===== config.mk =====
export PLATFORM = sky130hd
export DESIGN_NAME = aurora_link_watchdog
export DESIGN_NICKNAME = d
export VERILOG_FILES = /design/src/rtl/aurora_pkg.sv /design/src/rtl/sync_2ff.sv /design/src/rtl/aurora_link_watchdog.sv
export SDC_FILE = /design/constraint.sdc
export NUM_CORES = 1
export LEC_CHECK = 0
export CORE_MARGIN = 2
export CORE_UTILIZATION = 53
export DETAILED_ROUTE_END_ITERATION = 6
export PLACE_DENSITY = 0.77
export SKIP_CTS_REPAIR_TIMING = 1
export SYNTH_ARGS = -nofsm -noshare
export SYNTH_HDL_FRONTEND = slang
export SYNTH_HIERARCHICAL = 1
export SYNTH_SLANG_ARGS = --single-unit

===== constraint.sdc =====
create_clock -name init_clk -period 1.88 [get_ports init_clk]
set_input_delay 0.188 -clock init_clk [delete_from_list [all_inputs] [get_ports init_clk]]
set_output_delay 0.188 -clock init_clk [all_outputs]
set_load 0.005 [all_outputs]

===== src/rtl/aurora_pkg.sv =====
// Shared state encoding and counter helpers for the Aurora link watchdog.
package aurora_pkg;

    localparam int CNT_W = 16;

    localparam logic [2:0] ST_PULSE   = 3'd0;
    localparam logic [2:0] ST_WAIT_UP = 3'd1;
    localparam logic [2:0] ST_STABLE  = 3'd2;
    localparam logic [2:0] ST_UP      = 3'd3;
    localparam logic [2:0] ST_FAIL    = 3'd4;

    typedef enum logic [2:0] {
        LS_PULSE   = ST_PULSE,
        LS_WAIT_UP = ST_WAIT_UP,
        LS_STABLE  = ST_STABLE,
        LS_UP      = ST_UP,
        LS_FAIL    = ST_FAIL
    } link_st_e;

    // Saturating increment: the timeout counter must never wrap back to 0.
    function automatic logic [CNT_W-1:0] sat_inc(input logic [CNT_W-1:0] v);
        return (v == '1) ? v : v + 1'b1;
    endfunction

endpackage


===== src/rtl/sync_2ff.sv =====
// Two-flop synchronizer for a level signal entering the init_clk domain.
module sync_2ff (
    input  logic init_clk,
    input  logic RST,
    input  logic d,
    output logic q
);

    logic meta;

    always_ff @(posedge init_clk) begin
        if (RST) begin
            meta <= 1'b0;
            q    <= 1'b0;
        end else begin
            meta <= d;
            q    <= meta;
        end
    end

endmodule


===== src/rtl/aurora_link_watchdog.sv =====
// Supervises Aurora channel bring-up: pulses init_rst, waits for a stable
// channel, retries on timeout/hard error and latches FAIL after too many tries.
module aurora_link_watchdog
    import aurora_pkg::*;
#(
    parameter int RESET_PULSE    = 16,
    parameter int STABLE_CYCLES  = 256,
    parameter int TIMEOUT_CYCLES = 65535,
    parameter int MAX_RETRIES    = 7
) (
    input  logic       init_clk,
    input  logic       RST,
    input  logic       channel_up,
    input  logic       hard_err,
    input  logic       clear_fail,
    output logic       init_rst,
    output logic       link_ok,
    output logic       link_fail,
    output logic [3:0] retry_count,
    output logic [2:0] state_dbg
);

    localparam int PW = (RESET_PULSE   > 1) ? $clog2(RESET_PULSE + 1)   : 1;
    localparam int SW = (STABLE_CYCLES > 1) ? $clog2(STABLE_CYCLES + 1) : 1;

    localparam logic [PW-1:0]    PULSE_LAST = PW'(RESET_PULSE - 1);
    localparam logic [SW-1:0]    STAB_LIM   = SW'(STABLE_CYCLES);
    localparam logic [CNT_W-1:0] TO_LIM     = CNT_W'(TIMEOUT_CYCLES);
    localparam logic [3:0]       RC_MAX     = 4'(MAX_RETRIES);

    logic [1:0] async_in, sync_out;
    logic       cu_s, he_s;

    assign async_in = {hard_err, channel_up};

    for (genvar i = 0; i < 2; i++) begin : g_sync
        sync_2ff u_sync (
            .init_clk (init_clk),
            .RST      (RST),
            .d        (async_in[i]),
            .q        (sync_out[i])
        );
    end

    assign cu_s = sync_out[0];
    assign he_s = sync_out[1];

    link_st_e         st, nxt;
    logic [PW-1:0]    pulse_cnt;
    logic [SW-1:0]    stab_cnt;
    logic [CNT_W-1:0] to_cnt;
    logic             retry, rc_clr, timed_out;

    assign timed_out = (to_cnt == TO_LIM);

    always_comb begin
        nxt       = st;
        retry     = 1'b0;
        rc_clr    = 1'b0;
        init_rst  = 1'b0;
        link_ok   = 1'b0;
        link_fail = 1'b0;
        state_dbg = st;
        case (st)
            LS_PULSE: begin
                init_rst = 1'b1;
                if (pulse_cnt == PULSE_LAST) nxt = LS_WAIT_UP;
            end
            LS_WAIT_UP: begin
                // Timeout wins over a channel that comes up in the same cycle.
                if (timed_out)  retry = 1'b1;
                else if (cu_s)  nxt   = LS_STABLE;
            end
            LS_STABLE: begin
                if (timed_out || he_s) retry = 1'b1;
                else if (stab_cnt == STAB_LIM) begin
                    nxt    = LS_UP;
                    rc_clr = 1'b1;
                end else if (!cu_s) nxt = LS_WAIT_UP;
            end
            LS_UP: begin
                link_ok = 1'b1;
                if (!cu_s || he_s) retry = 1'b1;
            end
            LS_FAIL: begin
                init_rst  = 1'b1;
                link_fail = 1'b1;
                if (clear_fail) begin
                    nxt    = LS_PULSE;
                    rc_clr = 1'b1;
                end
            end
            default: nxt = LS_PULSE;
        endcase
        if (retry) nxt = (retry_count == RC_MAX) ? LS_FAIL : LS_PULSE;
    end

    always_ff @(posedge init_clk) begin
        if (RST) begin
            st          <= LS_PULSE;
            pulse_cnt   <= '0;
            stab_cnt    <= '0;
            to_cnt      <= '0;
            retry_count <= '0;
        end else begin
            st        <= nxt;
            pulse_cnt <= (st == LS_PULSE  && nxt == LS_PULSE)  ? pulse_cnt + 1'b1 : '0;
            stab_cnt  <= (st == LS_STABLE && nxt == LS_STABLE) ? stab_cnt + 1'b1  : '0;
            // Keeps running across STABLE->WAIT_UP bounces; only PULSE/UP/FAIL clear it.
            to_cnt    <= (st == LS_WAIT_UP || st == LS_STABLE) ? sat_inc(to_cnt) : '0;
            if (rc_clr)
                retry_count <= '0;
            else if (retry && nxt == LS_PULSE)
                retry_count <= retry_count + 1'b1;
        end
    end

endmodule


==> impl_metrics.csv <==
group,metric,value,unit
setup_path,path_max_fanout,8,
sta,period_minus_slack,1.83,ns
setup_path,startpoint,"state_dbg[1]$_SDFF_PP0_",
sta,max-slew-margin-rel,68.9,%
sta,hold_viol_final,0,
logic_synthesis,yosysWarnings,6,
clock_tree,ctsRootBufferMaster,"clkbuf_8",
power_and_ir_drop,max-vdd-ir-drop,436,uV
route,drt_iter0_drc,67,
floorplanning,core_area,3610,sq um
power_and_ir_drop,netSwitchingPower,311,uW
placed_design,io_buffers,14,
logic_synthesis,synthCells,216,
power_and_ir_drop,power,1.47,mW
logic_synthesis,yosysSeqAreaShare,42.0,%
power_and_ir_drop,pwr-share-clk,37.1,%
route,wl_met3,162,um
setup_path,timing.rr.start,"to_cnt[1]$_SDFFE_PP0N_",
sta,worstMarginPinSlew,0.466,ns
floorplanning,die_x,64.7,um
placed_design,dp_hpwl,2.53,mm
setup_path,reg2reg_to,"state_dbg[0]$_SDFF_PP0_",
final_layout,stdcell_count,294,
grt,overflow,0,
setup_path,arrival,1.64,ns
sta,finalMaxSlewViolations,0,
logic_synthesis,synth-seq-cells,41,
clock_tree,htree_levels,2,
grt,grt_usage,19.0,%
logic_synthesis,syn_nets,227,
logic_synthesis,yosysUniqueCellTypes,49,
logic_synthesis,synthMuxAreaShare,1.02,%
logic_synthesis,syn_area_per_cell,9.05,sq um
run,drv_cap,0,
logic_synthesis,synthXorXnorAreaFrac,10.7,%
setup_path,critPathLaunchType,"register",
grt,antenna_found_initial,0,
clock_tree,cts_tree,"built",
route,first_pass_iters,4,
final_layout,n_antenna_cell,0,
logic_synthesis,synth_top_family_by_area,"simple AND/OR/NAND/NOR gates",
sta,max_freq,0.546,GHz
clock_tree,clkSinkCount,41,
logic_synthesis,synthAdderAreaFrac,3.84,%
setup_path,worst_setup_path_end_kind,"output port",
clock_tree,cts.clk_slew.worst_paths,0.08,ns
setup_path,rrSetupSlack,0.07,ns
floorplanning,start_util,54.2,%
final_layout,synthToLayoutAreaGrowth,18.4,%
logic_synthesis,synth-simple-area-share,29.0,%
floorplanning,ioPinCount,15,
power_and_ir_drop,sw_frac_of_total,21.2,%
setup_path,reg2reg_depth,6,
sta,period_share,97.4,%
setup_path,crit_type,"reg2out",
power_and_ir_drop,comb_power_share,2.6,%
route,route.detailed.drc,0,
route,via_per_inst,5.44,
setup_path,required,1.69,ns
route,wl_met2,1.70,mm
placed_design,gp_congestion,0.888,
logic_synthesis,netlist_area,1960,sq um
sta,fin_skew,0.00742,ns
floorplanning,die_area,4190,sq um
worst_hold_path,hold_path.class,"reg2reg",
grt,grt_pass1_vias,1448,
route,ant_nets,0,
floorplanning,fp-row-count,22,
logic_synthesis,synth_compound_area_share,9.53,%
power_and_ir_drop,pwr-share-seq,60.4,%
final_layout,nNetsFinal,256,
setup_path,cp-endpoint,"link_fail",
placed_design,place_inst,283,
route,vias,1599,
sta,setup_viol,0,
grt,grt_max_degree,17,
clock_tree,insertion_delay,0.29,ns
run_status,outcome,"completed",
floorplanning,die_h,64.7,um
route,drt_wl_total,3.67,mm
route,dr.max_layer_used,"met4",
route,wire_per_inst,12.5,um
power_and_ir_drop,p_leak,0.845,nW
power_and_ir_drop,p_int,1.15,mW
route,met1_length,1.70,mm
grt,grt_pass1_wl,6.15,mm
power_and_ir_drop,power_density,633,nW/um^2
final_layout,drive_above_1_share,14.6,%
clock_tree,cts_made_buffers,5,
clock_tree,cts_buffer_depth,2,
-- power by group through the flow --
stage	clock network [mW]	logic (mW)	registers [mW]
final	0.543	0.0376	0.885
after CTS	0.565	0.0376	0.885
after global placement	0	0.0358	0.904
after floorplan	0	0.0201	0.903
after global routing	0.592	0.0433	0.886
after detailed placement	0	0.0373	0.905
-- worst min path at each step --
| stage | from | endpoint | cells after the start |
|---|---|---|---|
| 3_5_place_dp | g_sync[1].u_sync/meta$_SDFF_PP0_ | g_sync[1].u_sync/q$_SDFF_PP0_ | 1 |
| 4_1_cts | hard_err | g_sync[1].u_sync/meta$_SDFF_PP0_ | 2 |
| 5_1_grt | channel_up | g_sync[0].u_sync/meta$_SDFF_PP0_ | 2 |
| 6_report | g_sync[1].u_sync/meta$_SDFF_PP0_ | g_sync[1].u_sync/q$_SDFF_PP0_ | 1 |
| 2_1_floorplan | RST | g_sync[0].u_sync/meta$_SDFF_PP0_ | 1 |
| 3_3_place_gp | g_sync[0].u_sync/meta$_SDFF_PP0_ | g_sync[0].u_sync/q$_SDFF_PP0_ | 1 |
-- critical path: stages, from the launching register on --
cell             delay, ns
dfxtp_2               0.37
or3b_4                0.41
inv_1                 0.07
clkdlybuf4s50_1       0.50
-- layout make-up --
class	instances	area, sq um
sequential	41	822
timing repair buffer	25	225
tap	48	60.1
multi-input combinational	161	1080
fill	310	1290
clock inverter	2	10.0
clock buffer	6	72.6
inverter	11	41.3
-- Yosys cell counts (all sizes together) --
library cell	n	area [sq um]
xor2	12	105
o31a	1	8.76
or2b	1	7.51
or3	2	12.5
nand3	12	60.1
or2	1	6.26
nand4	3	18.8
a211oi	1	7.51
nor2	42	160
a2111oi	2	23.8
dfxtp	41	821
ha	6	75.1
nor4	3	40.0
or3b	1	8.76
mux2i	2	20.0
inv	11	41.3
o31ai	1	7.51
clkbuf	1	3.75
o21a	1	7.51
nand2	9	33.8
o21ai	4	20.0
a32oi	1	8.76
nor2b	4	25.0
nand3b	2	15.0
or4	1	11.3
nor3	7	40.0
a22oi	1	21.3
o22a	1	8.76
a41oi	1	8.76
nand4b	2	17.5
nor3b	1	12.5
and3	6	37.5
o22ai	2	12.5
buf	3	30.0
a21oi	7	38.8
nand2b	1	6.26
xnor2	12	105
and4	4	40.0
nor4b	1	15.0
a31oi	2	12.5
-- per-stage QoR --
stage | hold WS, ns | TNS [ns] | cell area, sq um | util, % | setup WS, ns
6_report | 0.443 | 0 | 2310 | 64.2 | 0.0484
5_1_grt | 0.455 | -0.0880 | 2310 | 64.2 | -0.0300
4_1_cts | 0.441 | -0.0167 | 2270 | 63.0 | -0.0167
3_5_place_dp | 0.429 | 0 | 2190 | 60.7 | 0.0548
3_3_place_gp | 0.417 | 0 | 2190 | 60.7 | 0.118
2_1_floorplan | 0.260 | 0 | 1960 | - | 0.166
-- sequential cells by signal, summed over array words and instances (netlist names) --
signal              cells
g_sync.u_sync/q         2
stab_cnt                9
pulse_cnt               5
to_cnt                 16
retry_count             4
state_dbg               3
g_sync.u_sync/meta      2
-- cell families (layout without fill, tap and decap cells) --
kind of cell,count (synthesis),in the layout
muxes,2,2
buffers and inverters,15,44
xor gates and xnor gates,24,24
DFF,41,41
adders and majority gates,6,6
and+or+nand+nor,103,104
AOI/OAI and AO/OA,25,25
-- routing by layer --
metal | vias up | track usage (%)
li1 | 807 | -
met1 | 739 | 23.2
met2 | 40 | 31.4
met3 | 13 | 5.21
met4 | 0 | 7.45
met5 | - | 0
-- cell usage in the layout (no fill, tap or decap), types with 3 or more instances in the layout --
cell type | netlist | layout
nand4_1 | 3 | 3
nand3_1 | 12 | 12
a21oi_1 | 6 | 6
nor2b_1 | 4 | 4
buf_4 | 1 | 11
and3_1 | 6 | 6
clkdlybuf4s50_1 | 0 | 13
clkbuf_8 | 0 | 5
dfxtp_1 | 41 | 40
nand2_1 | 9 | 9
nor2_1 | 41 | 40
inv_1 | 11 | 11
xnor2_1 | 12 | 12
nor3_1 | 6 | 6
xor2_1 | 12 | 12
ha_1 | 6 | 6
Note: power is estimated with default switching activity, not from simulation.
